## config.mk

```make
export PLATFORM = sky130hd
export DESIGN_NAME = axi_rd_sched
export DESIGN_NICKNAME = d
export VERILOG_FILES = /design/src/rtl/axi_rd_sched_pkg.sv /design/src/rtl/axi_rd_sched_outs_counter.sv /design/src/rtl/axi_rd_sched.sv
export SDC_FILE = /design/constraint.sdc
export NUM_CORES = 1
export LEC_CHECK = 0
export CAP_MARGIN = 25
export CORE_ASPECT_RATIO = 1.1
export CORE_MARGIN = 4
export CORE_UTILIZATION = 39
export DETAILED_ROUTE_END_ITERATION = 8
export PLACE_DENSITY = 0.79
export SYNTH_ARGS = -nofsm -noshare
export SYNTH_HDL_FRONTEND = slang
export SYNTH_SLANG_ARGS = --single-unit
```

## constraint.sdc

```tcl
create_clock -name aclk -period 1.8 [get_ports aclk]
set_input_delay 0.36 -clock aclk [delete_from_list [all_inputs] [get_ports aclk]]
set_output_delay 0.36 -clock aclk [all_outputs]
set_load 0.005 [all_outputs]
```

## src/rtl/axi_rd_sched_pkg.sv

```systemverilog
// Shared types for the AXI read scheduler: requester IDs,
// FSM encoding and the SRAM-size to AXI-size mapping.
package axi_rd_sched_pkg;

    localparam logic [3:0] ID_INST = 4'd0;
    localparam logic [3:0] ID_DATA = 4'd1;

    typedef enum logic {
        S_IDLE    = 1'b0,
        S_AR_HOLD = 1'b1
    } state_e;

    function automatic logic [2:0] to_arsize(input logic [1:0] size);
        return {1'b0, size};
    endfunction

endpackage

```

## src/rtl/axi_rd_sched_outs_counter.sv

```systemverilog
// Outstanding-read counter for one requester ID.
// Saturates at zero on decrement and flags full at MAX_OUTS.
module outs_counter #(
    parameter int MAX_OUTS = 2
) (
    input  logic aclk,
    input  logic aresetn,
    input  logic inc,
    input  logic dec,
    output logic full
);

    localparam int CW = $clog2(MAX_OUTS + 1);
    localparam logic [CW-1:0] MAX_C = CW'(MAX_OUTS);

    logic [CW-1:0] cnt;

    assign full = (cnt >= MAX_C);

    always_ff @(posedge aclk or negedge aresetn) begin
        if (!aresetn) begin
            cnt <= '0;
        end else if (inc && !dec && !full) begin
            cnt <= cnt + CW'(1);
        end else if (dec && !inc && cnt != '0) begin
            cnt <= cnt - CW'(1);
        end
    end

endmodule

```

## src/rtl/axi_rd_sched.sv

```systemverilog
// Shares one AXI AR/R channel pair between the instruction and
// data read ports, with outstanding limits and a RAW hazard stall.
module axi_rd_sched
    import axi_rd_sched_pkg::*;
#(
    parameter int MAX_OUTS  = 2,
    parameter bit DATA_PRIO = 1'b1
) (
    input  logic        aclk,
    input  logic        aresetn,
    input  logic        inst_req,
    input  logic [31:0] inst_addr,
    input  logic [1:0]  inst_size,
    output logic        inst_addr_ok,
    output logic        inst_data_ok,
    output logic [31:0] inst_rdata,
    input  logic        data_req,
    input  logic [31:0] data_addr,
    input  logic [1:0]  data_size,
    output logic        data_addr_ok,
    output logic        data_data_ok,
    output logic [31:0] data_rdata,
    input  logic        wr_pend,
    input  logic [31:0] wr_addr,
    output logic [3:0]  arid,
    output logic [31:0] araddr,
    output logic [2:0]  arsize,
    output logic        arvalid,
    input  logic        arready,
    input  logic [3:0]  rid,
    input  logic [31:0] rdata,
    input  logic        rlast,
    input  logic        rvalid,
    output logic        rready
);

    state_e state, state_nx;

    logic inst_full, data_full;
    logic hazard, inst_elig, data_elig, any_elig;
    logic pick_data, last_gnt, grant;
    logic ar_hs, r_hs;
    logic rq_v, rq_sel;
    logic unused_wr_lsb;

    assign unused_wr_lsb = ^wr_addr[1:0];

    // A data read to the word an in-flight write targets must wait.
    assign hazard    = wr_pend & (wr_addr[31:2] == data_addr[31:2]);
    assign inst_elig = inst_req & ~inst_full;
    assign data_elig = data_req & ~data_full & ~hazard;
    assign any_elig  = inst_elig | data_elig;

    always_comb begin
        pick_data = 1'b0;
        unique case (1'b1)
            (inst_elig & data_elig):  pick_data = DATA_PRIO ? 1'b1 : ~last_gnt;
            (data_elig & ~inst_elig): pick_data = 1'b1;
            default:                  pick_data = 1'b0;
        endcase
    end

    always_ff @(posedge aclk or negedge aresetn) begin
        if (!aresetn) state <= S_IDLE;
        else          state <= state_nx;
    end

    always_comb begin
        state_nx = state;
        unique case (state)
            S_IDLE:    if (any_elig) state_nx = S_AR_HOLD;
            S_AR_HOLD: if (arready)  state_nx = S_IDLE;
        endcase
    end

    always_comb begin
        arvalid = (state == S_AR_HOLD);
        grant   = (state == S_IDLE) & any_elig;
    end

    always_ff @(posedge aclk or negedge aresetn) begin
        if (!aresetn) begin
            arid     <= '0;
            araddr   <= '0;
            arsize   <= '0;
            last_gnt <= 1'b0;
        end else if (grant) begin
            arid     <= pick_data ? ID_DATA : ID_INST;
            araddr   <= pick_data ? data_addr : inst_addr;
            arsize   <= to_arsize(pick_data ? data_size : inst_size);
            last_gnt <= pick_data;
        end
    end

    assign ar_hs        = arvalid & arready;
    assign inst_addr_ok = ar_hs & (arid == ID_INST);
    assign data_addr_ok = ar_hs & (arid == ID_DATA);

    assign rready = aresetn;
    assign r_hs   = rvalid & rready;

    outs_counter #(.MAX_OUTS(MAX_OUTS)) u_inst_cnt (
        .aclk    (aclk),
        .aresetn (aresetn),
        .inc     (inst_addr_ok),
        .dec     (r_hs & rlast & (rid == ID_INST)),
        .full    (inst_full)
    );

    outs_counter #(.MAX_OUTS(MAX_OUTS)) u_data_cnt (
        .aclk    (aclk),
        .aresetn (aresetn),
        .inc     (data_addr_ok),
        .dec     (r_hs & rlast & (rid == ID_DATA)),
        .full    (data_full)
    );

    always_ff @(posedge aclk or negedge aresetn) begin
        if (!aresetn) begin
            rq_v       <= 1'b0;
            rq_sel     <= 1'b0;
            inst_rdata <= '0;
            data_rdata <= '0;
        end else begin
            rq_v   <= r_hs;
            rq_sel <= rid[0];
            if (r_hs && !rid[0]) inst_rdata <= rdata;
            if (r_hs &&  rid[0]) data_rdata <= rdata;
        end
    end

    assign inst_data_ok = rq_v & ~rq_sel;
    assign data_data_ok = rq_v &  rq_sel;

endmodule

```

Word-level counts from Yosys, hierarchy flattened --
Index checks and enable logic that the tools add are counted.
Storage, ports and cells: register bits 109, input port bits 144, output and inout bits 109, word-level logic and storage cells 77
Operators by class: add/subtract/negate cells 4, magnitude comparators 2, equal/unequal tests 3, multiplexer cells 11, bitwise logic cells 23, reduce and logical (&&, ||, !) cells 24
Operator list (count):
- 32-bit two-way mux | 1
- 30-bit == test | 1
- 1-bit AND | 16
- 1-bit logical AND | 10
- 2-bit two-way mux | 5
- 4-bit by 1-bit == test with 1-bit output, second input constant | 2
- 4-bit zero test | 2
- 2-bit nonzero test | 4
- 1-bit zero test | 7
- 1-bit inverter | 6
- 2-bit by 1-bit adder with 2-bit output, second input constant | 2
- 2-bit >= comparator, second input constant | 2
- 1-bit two-way mux | 4
- 2-bit by 1-bit subtractor with 2-bit output, second input constant | 2
- 1-bit case mux with 2 select lines | 1
- 2-bit OR reduction | 1
- 1-bit OR | 1

Longest topological paths before layout --
Gate-level depths: netlist (run 1).
depth after elaboration 8, mapped depth 7, depth with buffers taken out 6

Cells and area by module --
A second synthesis (run 1) with hierarchy kept.
Second synthesis, totals: cells, all modules 383, area, all modules 4748.3 sq um
By module, submodules not included:
- axi_rd_sched | times used 1, cells an instance 357, area an instance 4520.6 sq um, sequential area each 2552.4 sq um
- outs_counter | times used 2, cells an instance 13, area an instance 113.9 sq um, sequential area each 50.0 sq um

Worst setup path after synthesis (run 1) --
Ideal clock, no wire load.
path type input -> register, from input data_addr[24], to register araddr[10], setup time 123 ps, data arrival time 1757 ps, required time 1677 ps, path slack -79 ps, stages 7, buffers on the path 1, cells stage by stage xnor2_1 -> nand4_1 -> or4_4 -> nor2_1 -> o21ai_2 -> buf_6 -> o221a_2
On the way: cells in the longest elaborated chain, start to end 8, elaborated cells between the ends (all ways) 11, classes of those cells eq/ne (1); mux (2); bitwise (7); reduce/logical (1)
Ends and longest elaborated chain:
- start, declared | RTL line axi_rd_sched.sv:18 | input logic [31:0] data_addr,
- 30-bit == test * | RTL line axi_rd_sched.sv:49 | assign hazard = wr_pend & (wr_addr[31:2] == data_addr[31:2]);
- 1-bit AND * | RTL line axi_rd_sched.sv:49
- 1-bit inverter * | RTL line axi_rd_sched.sv:51 | assign data_elig = data_req & ~data_full & ~hazard;
- 1-bit AND * | RTL line axi_rd_sched.sv:51
- 1-bit AND, on equally long branches | RTL line axi_rd_sched.sv:57, axi_rd_sched.sv:58
- 2-bit OR reduction (no source line)
- 1-bit two-way mux | RTL line axi_rd_sched.sv:56 | unique case (1'b1)
- 32-bit two-way mux | RTL line axi_rd_sched.sv:89 | araddr <= pick_data ? data_addr : inst_addr;
- end signal, assigned | RTL line axi_rd_sched.sv:89
- end, declared | RTL line axi_rd_sched.sv:26 | output logic [31:0] araddr,
Mark *: on every way between the ends. The rest lies on a longest branch, timed or not. A chain may end at the register's enable or synchronous reset.

Final worst setup path (run 1) --
from input data_addr[13], to register araddr[20]
The elaborated chain is that of the path after synthesis.

==> results.cfg, run 1 <==
[run_status]
run_status = complete, but fails checks
violations = setup timing

[clock_tree]
insertion_delay_ns = 0.35
clock-root-buffer = clkbuf_16
cts.path.max_buffers = 2
cts_tree = done
htree_levels = 3
clk_pin_slew_ns = 0.07
numCtsBuffers = 9
cts.sinks = 106
ctsHoldBuffers = 0

[sta]
tightest_slew_ns = 0.694
fin_worst_skew_ns = 0.00824
setup_viol = 34
rsz0062_at_grt = yes
max_freq_mhz = 530
finalMaxSlewViolations = 0
post-route-period-util = 1.05
finalWorstSetupSlack_ns = -0.0867
hold_viol = 0
timing.final.crit_period_ns = 1.89
maxSlewHeadroom = 0.537

[setup_path]
endpoint_kind = flip-flop
cpMaxStageDelayCell = o221a_2
arrival_ns = 2.12
start_kind = primary input
cp_max_fo = 8
path_cells = clkdlybuf4s15_1 -> xor2_1 -> nor4_2 -> nand4_1 -> buf_4 -> nor2_4 -> buf_12 -> o21ai_4 -> o221a_2
required_ns = 2.04
worstSetupPathType = primary input to flip-flop
slowest_delay_ns = 0.28

[final_layout]
final_cell_mix = clkdlybuf4s50_1, dfrtp_1, mux2_2
stdcell_area_um2 = 8360
areaGrowthSynthToFinish_pct = 77.7
mostFrequentLayoutCell = clkdlybuf4s50_1
layout.cells.non_filler = 821
drive_above_1_share = 0.384
nNetsFinal = 809

[placement]
post_dp_cell_area_um2 = 7540
dp_hpwl_mm = 11.5
place_inst = 785
gp_congestion = 0.873
numPortBuffers = 246

[synthesis]
synth-compound-area-share = 0.0971
yosys.area_share.simple = 0.0942
ys_seq_area_frac = 0.564
ys_warn_count = 0
synth_xor_xnor_area_share = 0.0559
synth_top_family_by_area = multiplexers
muxShareOfSynthArea = 0.153
synth-adder-area-share = 0
ys_ff_latch = 106
synthesis.area_um2 = 4700
synth_cell_types = 29
netlist_instances = 380
synth_area_per_cell_um2 = 12.4

[power]
power_density_nw_per_um2 = 1160
ir_worst_vdd_mv = 0.577
power.leakage_nw = 3.54

[detailed_routing]
ant_nets = 0
via_count = 4264
wl_per_cell_um = 20.4
dr.pass1.iters = 5
drt_iter0_markers = 213
wl_mm = 16.7
viasPerCell = 5.19
drc = 0

[hold_path]
hp-class = primary input to async pin

[global_route]
grt_max_degree = 57
grt-ovfl-total = 0
grt_use_total = 0.224
grt_pass1_vias = 4446
grt_pass1_wl_mm = 23.9
antenna_found_initial = 1

[job]
maxCapViolCount = 0

[die]
initial_core_util = 0.404
die_w_um = 113
ios = 253
coreArea_um2 = 11600
dieArea_um2 = 13900
die_height_um = 123
rows = 41
-- layer usage --
metal	track usage	routed length [um]
met5	0	0
met4	0.0826	459
met3	0.0622	1440
met2	0.390	8650
met1	0.265	6200
-- stage by stage --
stage                     utilization  setup WS (ns)  hold slack (ns)  setup TNS, ns  total power [W]
after floorplan                     -        -0.0515           0.0644          -1.47          0.00488
after global placement          0.647         -0.915            0.414         -37.09          0.00688
after detailed placement        0.647          -1.01            0.425         -40.69          0.00702
after CTS                       0.687        -0.0588           0.0525          -1.28          0.00923
after global routing            0.718         -0.147           0.0713          -4.08           0.0101
final                           0.718        -0.0867           0.0530          -1.80          0.00966
-- synthesized netlist by cell type --
cell | count | area, um^2
dfrtp_1 | 106 | 2650
mux2_2 | 64 | 721
nand2_1 | 41 | 154
nor2_1 | 40 | 150
o221a_2 | 34 | 383
xnor2_1 | 15 | 131
xor2_1 | 15 | 131
buf_2 | 8 | 40.0
buf_1 | 6 | 22.5
a21oi_1 | 5 | 25.0
buf_4 | 5 | 37.5
inv_1 | 5 | 18.8
nand4_1 | 5 | 31.3
o21ai_0 | 5 | 25.0
buf_6 | 3 | 33.8
clkbuf_1 | 3 | 11.3
nor3_1 | 3 | 15.0
nor4_1 | 3 | 18.8
and2_1 | 2 | 12.5
nand3b_1 | 2 | 15.0
o21ai_2 | 2 | 17.5
a31oi_1 | 1 | 6.26
conb_1 | 1 | 3.75
nand3_1 | 1 | 5.00
nor2b_1 | 1 | 6.26
nor3b_1 | 1 | 7.51
or3_1 | 1 | 6.26
or4_4 | 1 | 11.3
or4b_2 | 1 | 10.0
-- kinds of logic after synthesis --
family	Yosys count
simple gates	102
buf+inv	30
mux	64
flops	106
compound gates	47
xor+xnor	30
other cells	1
-- layout make-up --
class,count,area (um^2)
fillers,801,3290
repair buffers,291,2810
flip-flops and latches,106,2650
multi-input cells,252,2410
clock buffers,11,233
well taps,150,188
clock inverters,5,40.0
inverters,5,18.8
diodes,1,2.50
-- path summary, 6_finish.rpt --
path                       depth (start not counted)           endpoint               from  slack [ns]
max                                                9         araddr[20]      data_addr[13]       -0.09
min                                                2         araddr[24]            aresetn        0.05
max reg2reg                                        7          arsize[1]  u_data_cnt.cnt[1]        0.12
min reg2reg                                        1  u_inst_cnt.cnt[0]  u_inst_cnt.cnt[0]        0.50
max in group asynchronous                          2          araddr[1]            aresetn        1.11
min in group aclk                                  2         araddr[27]      data_addr[27]        0.29
-- critical path: cells and delay by family --
kind | cells | cell delay [ns]
buffers and inverters | 3 | 0.58
AND/OR/NAND/NOR | 3 | 0.57
AO/OA/AOI/OAI | 2 | 0.41
XOR/XNOR | 1 | 0.19
-- repair_timing --
item                                    in CTS  in global routing
gates resized for setup                    202                 79
buffers inserted                             8                  1
endpoints found under the setup margin      41                 37
gates cloned                                 7                  6
pin swaps                                   27                 33
-- report_power, final --
group          leakage [nW]  internal (W)  switching (W)
combinational          2.20       0.00278        0.00158
clock                 0.128      0.000949       0.000870
sequential             1.21       0.00306       0.000420
-- registers in the layout, indices dropped and copies added (netlist names) --
register,cells
araddr,32
arid,1
arsize,2
arvalid,1
data_rdata,32
inst_rdata,32
rq_sel,1
rq_v,1
u_data_cnt.cnt,2
u_inst_cnt.cnt,2
Note: power is estimated with default switching activity, not from simulation.
==> run 2, diff against run 1 <==
Settings changed: SKIP_LAST_GASP set to 1.
Clock period 1.8 ns to 1.9 ns, I/O delays scaled along.
==> run 2 against run 1 <==
The flow still finishes with violations (setup timing). Utilization shrank 0.13 points. Global-route usage rose by 0.41 points. Routed wire length down 0.70%. Register-to-register slack improved by 0.09 ns. Critical path depth is the same. Via count is 1.5% lower. Count of clock-buffer cells in the layout fell by 1. Combinational power decreased by 9.9%. First-iteration DRC count rose by 7.5%. Clock skew shrank 0.0017 ns. Critical path type unchanged. Largest cell class unchanged. Largest power group unchanged.
==> results.cfg, run 2 (synthesis results as in run 1) <==
[final_layout]
antenna_cells = 0
stdcell_area_um2 = 8340
biggestRegsByFlops = araddr (32), data_rdata (32), inst_rdata (32)
utilization = 0.716
multi_input_area_um2 = 2250
final_cell_mix = clkdlybuf4s50_1, dfrtp_1, mux2_2
seqCellArea_um2 = 2650
areaGrowthSynthToFinish_pct = 77.3
nNetsFinal = 809
fillers = 822
drive_above_1_share = 0.331
mostFrequentLayoutCell = clkdlybuf4s50_1

[die]
dieArea_um2 = 13900
ios = 253
rows = 41
coreArea_um2 = 11600
die_height_um = 123
die_w_um = 113
initial_core_util = 0.404

[clock_tree]
clock-root-buffer = clkbuf_16
cts.path.max_buffers = 2
cts_tree = done
htree_levels = 3
insertion_delay_ns = 0.34
clk_pin_slew_ns = 0.07
cts.sinks = 106
numCtsBuffers = 9

[sta]
finalMaxSlewViolations = 0
setup_viol = 34
post-route-period-util = 1.04
finalHoldWorstSlack_ns = 0.136
max_freq_mhz = 504
rsz0062_at_grt = yes
hold_viol = 0
maxSlewHeadroom = 0.571
timing.final.crit_period_ns = 1.98
finalWorstSetupSlack_ns = -0.0835
tightest_slew_ns = 0.643
fin_worst_skew_ns = 0.00652

[power]
power.leakage_nw = 3.56
power_density_nw_per_um2 = 1080
p_total_w = 0.00898
ir_worst_vdd_mv = 0.617

[global_route]
grt_max_degree = 52
met1_usage = 0.270
antenna_found_initial = 0
grtUsageMet3 = 0.0509
grt-ovfl-total = 0
grt_use_total = 0.228
grt_pass1_vias = 4528
busiest_layer = met2
gr-usage-met2 = 0.395
grt_pass1_wl_mm = 24.2

[detailed_routing]
wl_per_cell_um = 20.3
dr.pass1.iters = 4
ant_nets = 0
drt_iter0_markers = 229
viasPerCell = 5.12
via_count = 4199
drc = 0
wl_mm = 16.6

[placement]
gp_congestion = 0.841
dp_hpwl_mm = 12.0
place_worst_setup_slack_ns = -0.761
post_dp_cell_area_um2 = 7610
numPortBuffers = 246

[setup_path]
arrival_ns = 2.27
start_kind = primary input
worstSetupPathType = primary input to flip-flop
reg2reg_depth = 8
worst-r2r-setup-slack_ns = 0.21
reg2reg_to = araddr[9]
required_ns = 2.18
endpoint_kind = flip-flop
timing.rr.start = u_data_cnt.cnt[1]
cp_max_fo = 5

[hold_path]
hp-class = primary input to async pin

[run_status]
run_status = complete, but fails checks
violations = setup timing

[job]
maxCapViolCount = 0
==> run 2: area by class of cell <==
type | count | share of cell area
clock buffer | 10 | 0.0275
clock inverter | 6 | 0.00585
inverter | 5 | 0.00225
multi-input combinational | 247 | 0.270
sequential | 106 | 0.318
tap | 150 | 0.0225
timing repair buffer | 296 | 0.354
==> run 2: repair_timing <==
action | 4_1_cts | 5_1_grt
endpoints found under the setup margin | 41 | 34
gates cloned | 6 | 2
hold buffers | 1 | 0
hold endpoints to repair | 1 | 0
pin swaps | 26 | 13
resized for setup | 186 | 44
setup buffers | 5 | 2
==> run 2: power breakdown <==
part / switching [W] / internal [W]
Sequential: 0.000386 / 0.00290
Combinational: 0.00136 / 0.00257
Clock: 0.000857 / 0.000904
Total: 0.00261 / 0.00637
==> run 2: worst max-delay path by stage <==
stage | startpoint | to | slack [ns] | cells past startpoint
after floorplan | data_addr[24] | araddr[10] | 0.0006 | 7
after global placement | data_addr[4] | araddr[8] | -0.73 | 8
after detailed placement | data_addr[4] | araddr[8] | -0.76 | 8
after CTS | data_addr[17] | araddr[2] | -0.05 | 9
after global routing | wr_addr[4] | araddr[9] | -0.12 | 9
final | wr_addr[10] | araddr[9] | -0.08 | 9
==> run 2: critical path, cell delays in order <==
cell	delay (ns)
buf_8	0.11
xnor2_4	0.17
nand4_1	0.20
or4_4	0.60
o21ai_4	0.19
buf_12	0.15
buf_12	0.13
clkbuf_16	0.15
o221a_4	0.18
==> run 2: per-stage QoR <==
step | cells | TNS, ns
floorplan | 383 | 0
global placement | 792 | -27.26
detailed placement | 792 | -28.05
CTS | 820 | -0.285
global route | 820 | -2.99
finish | 820 | -1.44
==> run 2: layer usage <==
metal	share of wire	vias to the layer above
met5	0	-
met2	0.50	217
met3	0.077	37
met1	0.39	2033
met4	0.035	0
li1	-	1912
==> run 3, diff against run 2 <==
Settings changed: CORE_MARGIN 4 to unset, MAX_ROUTING_LAYER set to met4.
==> run 3 against run 2 <==
Sequential power hardly changed. The run now ends clean. Clock skew is 0.00078 ns higher. Critical endpoint is now araddr[26]. Largest power group unchanged. Worst setup slack better by 0.089 ns. Largest cell class unchanged. Critical path type unchanged.
==> results.cfg, run 3 (synthesis results as in run 1) <==
[setup_path]
cp_max_fo = 8
worstSetupPathType = primary input to flip-flop
required_ns = 2.14
arrival_ns = 2.13
endpoint_kind = flip-flop
start_kind = primary input

[run_status]
run_status = completed

[final_layout]
seqCellArea_um2 = 2650
nNetsFinal = 803
final_cell_mix = clkdlybuf4s50_1, dfrtp_1, mux2_2
utilization = 0.717
multi_input_area_um2 = 2350
fillers = 816
drive_above_1_share = 0.351
biggestRegsByFlops = araddr (32), data_rdata (32), inst_rdata (32)
areaGrowthSynthToFinish_pct = 76.8
mostFrequentLayoutCell = clkdlybuf4s50_1

[die]
rows = 41
dieArea_um2 = 12500
ios = 253
die_w_um = 107
initial_core_util = 0.406
coreArea_um2 = 11600
die_height_um = 117

[detailed_routing]
met1_length_mm = 6.41
ant_nets = 0
met3_length_um = 964
wl_mm = 16.2
drc = 0
dr.pass1.iters = 4
via_count = 4168
viasPerCell = 5.11
met2_length_mm = 8.23
wl_per_cell_um = 19.8
highest_layer = met4
drt_iter0_markers = 170

[clock_tree]
cts_tree = done
numCtsBuffers = 9
ctsHoldBuffers = 0
clk_pin_slew_ns = 0.07
htree_levels = 3
cts.path.max_buffers = 2
clock-root-buffer = clkbuf_16
cts.sinks = 106
insertion_delay_ns = 0.34

[power]
power.leakage_nw = 3.58
ir_worst_vdd_mv = 0.483
power_density_nw_per_um2 = 1100

[placement]
gp_congestion = 0.831
dp_hpwl_mm = 11.1
numPortBuffers = 246
place_worst_setup_slack_ns = -0.745

[sta]
tightest_slew_ns = 0.705
finalMaxSlewViolations = 0
max_freq_mhz = 528
fin_worst_skew_ns = 0.00730
maxSlewHeadroom = 0.530
rsz0062_at_grt = yes
hold_viol = 0
timing.final.crit_period_ns = 1.89
post-route-period-util = 0.997
setup_viol = 0
finalWorstSetupSlack_ns = 0.00509

[global_route]
grt_pass1_wl_mm = 23.1
antenna_found_initial = 1
grt_pass1_vias = 4368
grt-ovfl-total = 0
grt_use_total = 0.257
grt_max_degree = 57

[job]
maxCapViolCount = 0

[hold_path]
hp-class = primary input to async pin
-- run 3: changes by cell type in the layout (fill, tap and decap cells not counted), moves of 3 or more --
cell,before,now
buf_16,3,0
o221a_2,14,2
buf_12,11,7
clkbuf_2,2,5
buf_2,21,33
nor4_2,3,0
xor2_1,9,12
dlygate4sd2_1,25,8
xor2_2,6,1
o221a_4,20,32
-- run 3: path summary, 6_finish.rpt --
check / from / endpoint / slack [ns] / cells after the start
worst max-delay path: wr_addr[12] / araddr[26] / 0.005 / 9
worst min-delay path: aresetn / rq_v / 0.21 / 2
max in group asynchronous: aresetn / arvalid / 1.16 / 2
worst max register to register: arvalid / araddr[26] / 0.25 / 4
worst min register to register: data_rdata[17] / data_rdata[17] / 0.51 / 1
min in group aclk: data_addr[17] / araddr[17] / 0.32 / 2
-- run 3: layout make-up --
type / instances / area share
Sequential cell: 106 / 0.319
Timing Repair Buffer: 290 / 0.336
Tap cell: 150 / 0.0226
Clock buffer: 10 / 0.0287
Clock inverter: 6 / 0.00858
Inverter: 5 / 0.00226
Antenna cell: 1 / 0.000301
Multi-Input combinational cell: 247 / 0.282
-- run 3: power breakdown --
group,internal (W),switching [W],total (W)
combinational,0.00257,0.00136,0.00393
sequential,0.00290,0.000391,0.00329
clock,0.00107,0.000860,0.00193
total,0.00655,0.00261,0.00915
-- run 3: stage by stage --
stage / total power [W] / setup TNS, ns / hold slack (ns) / instance area [um^2] / std cells
3_3_place_gp: 0.00649 / -26.55 / 0.468 / 7510 / 786
2_1_floorplan: 0.00458 / 0 / 0.0844 / 4710 / 383
6_report: 0.00915 / 0 / 0.212 / 8320 / 815
4_1_cts: 0.00884 / -0.104 / 0.237 / 8060 / 813
5_1_grt: 0.00961 / -1.09 / 0.275 / 8320 / 815
3_5_place_dp: 0.00662 / -27.83 / 0.492 / 7510 / 786
-- run 3: timing repair --
| action | CTS | global route |
|---|---|---|
| gates resized for setup | 233 | 51 |
| gates cloned | 5 | 3 |
| setup buffers | 6 | 1 |
| setup endpoints to repair | 40 | 37 |
| pin swaps | 22 | 41 |
-- run 3: metal layers --
layer  vias to the layer above  GRT usage
li1                       1898          -
met1                      2035      0.292
met5                         -          -
met4                         0      0.121
met2                       198      0.440
met3                        37     0.0493
-- run 3: worst max-delay path: stages --
cell,delay (ns)
clkdlybuf4s15_1,0.17
xor2_1,0.18
nor4_4,0.26
nand4_1,0.21
buf_4,0.20
nor2_4,0.11
o21ai_4,0.14
clkbuf_16,0.24
o221a_4,0.22
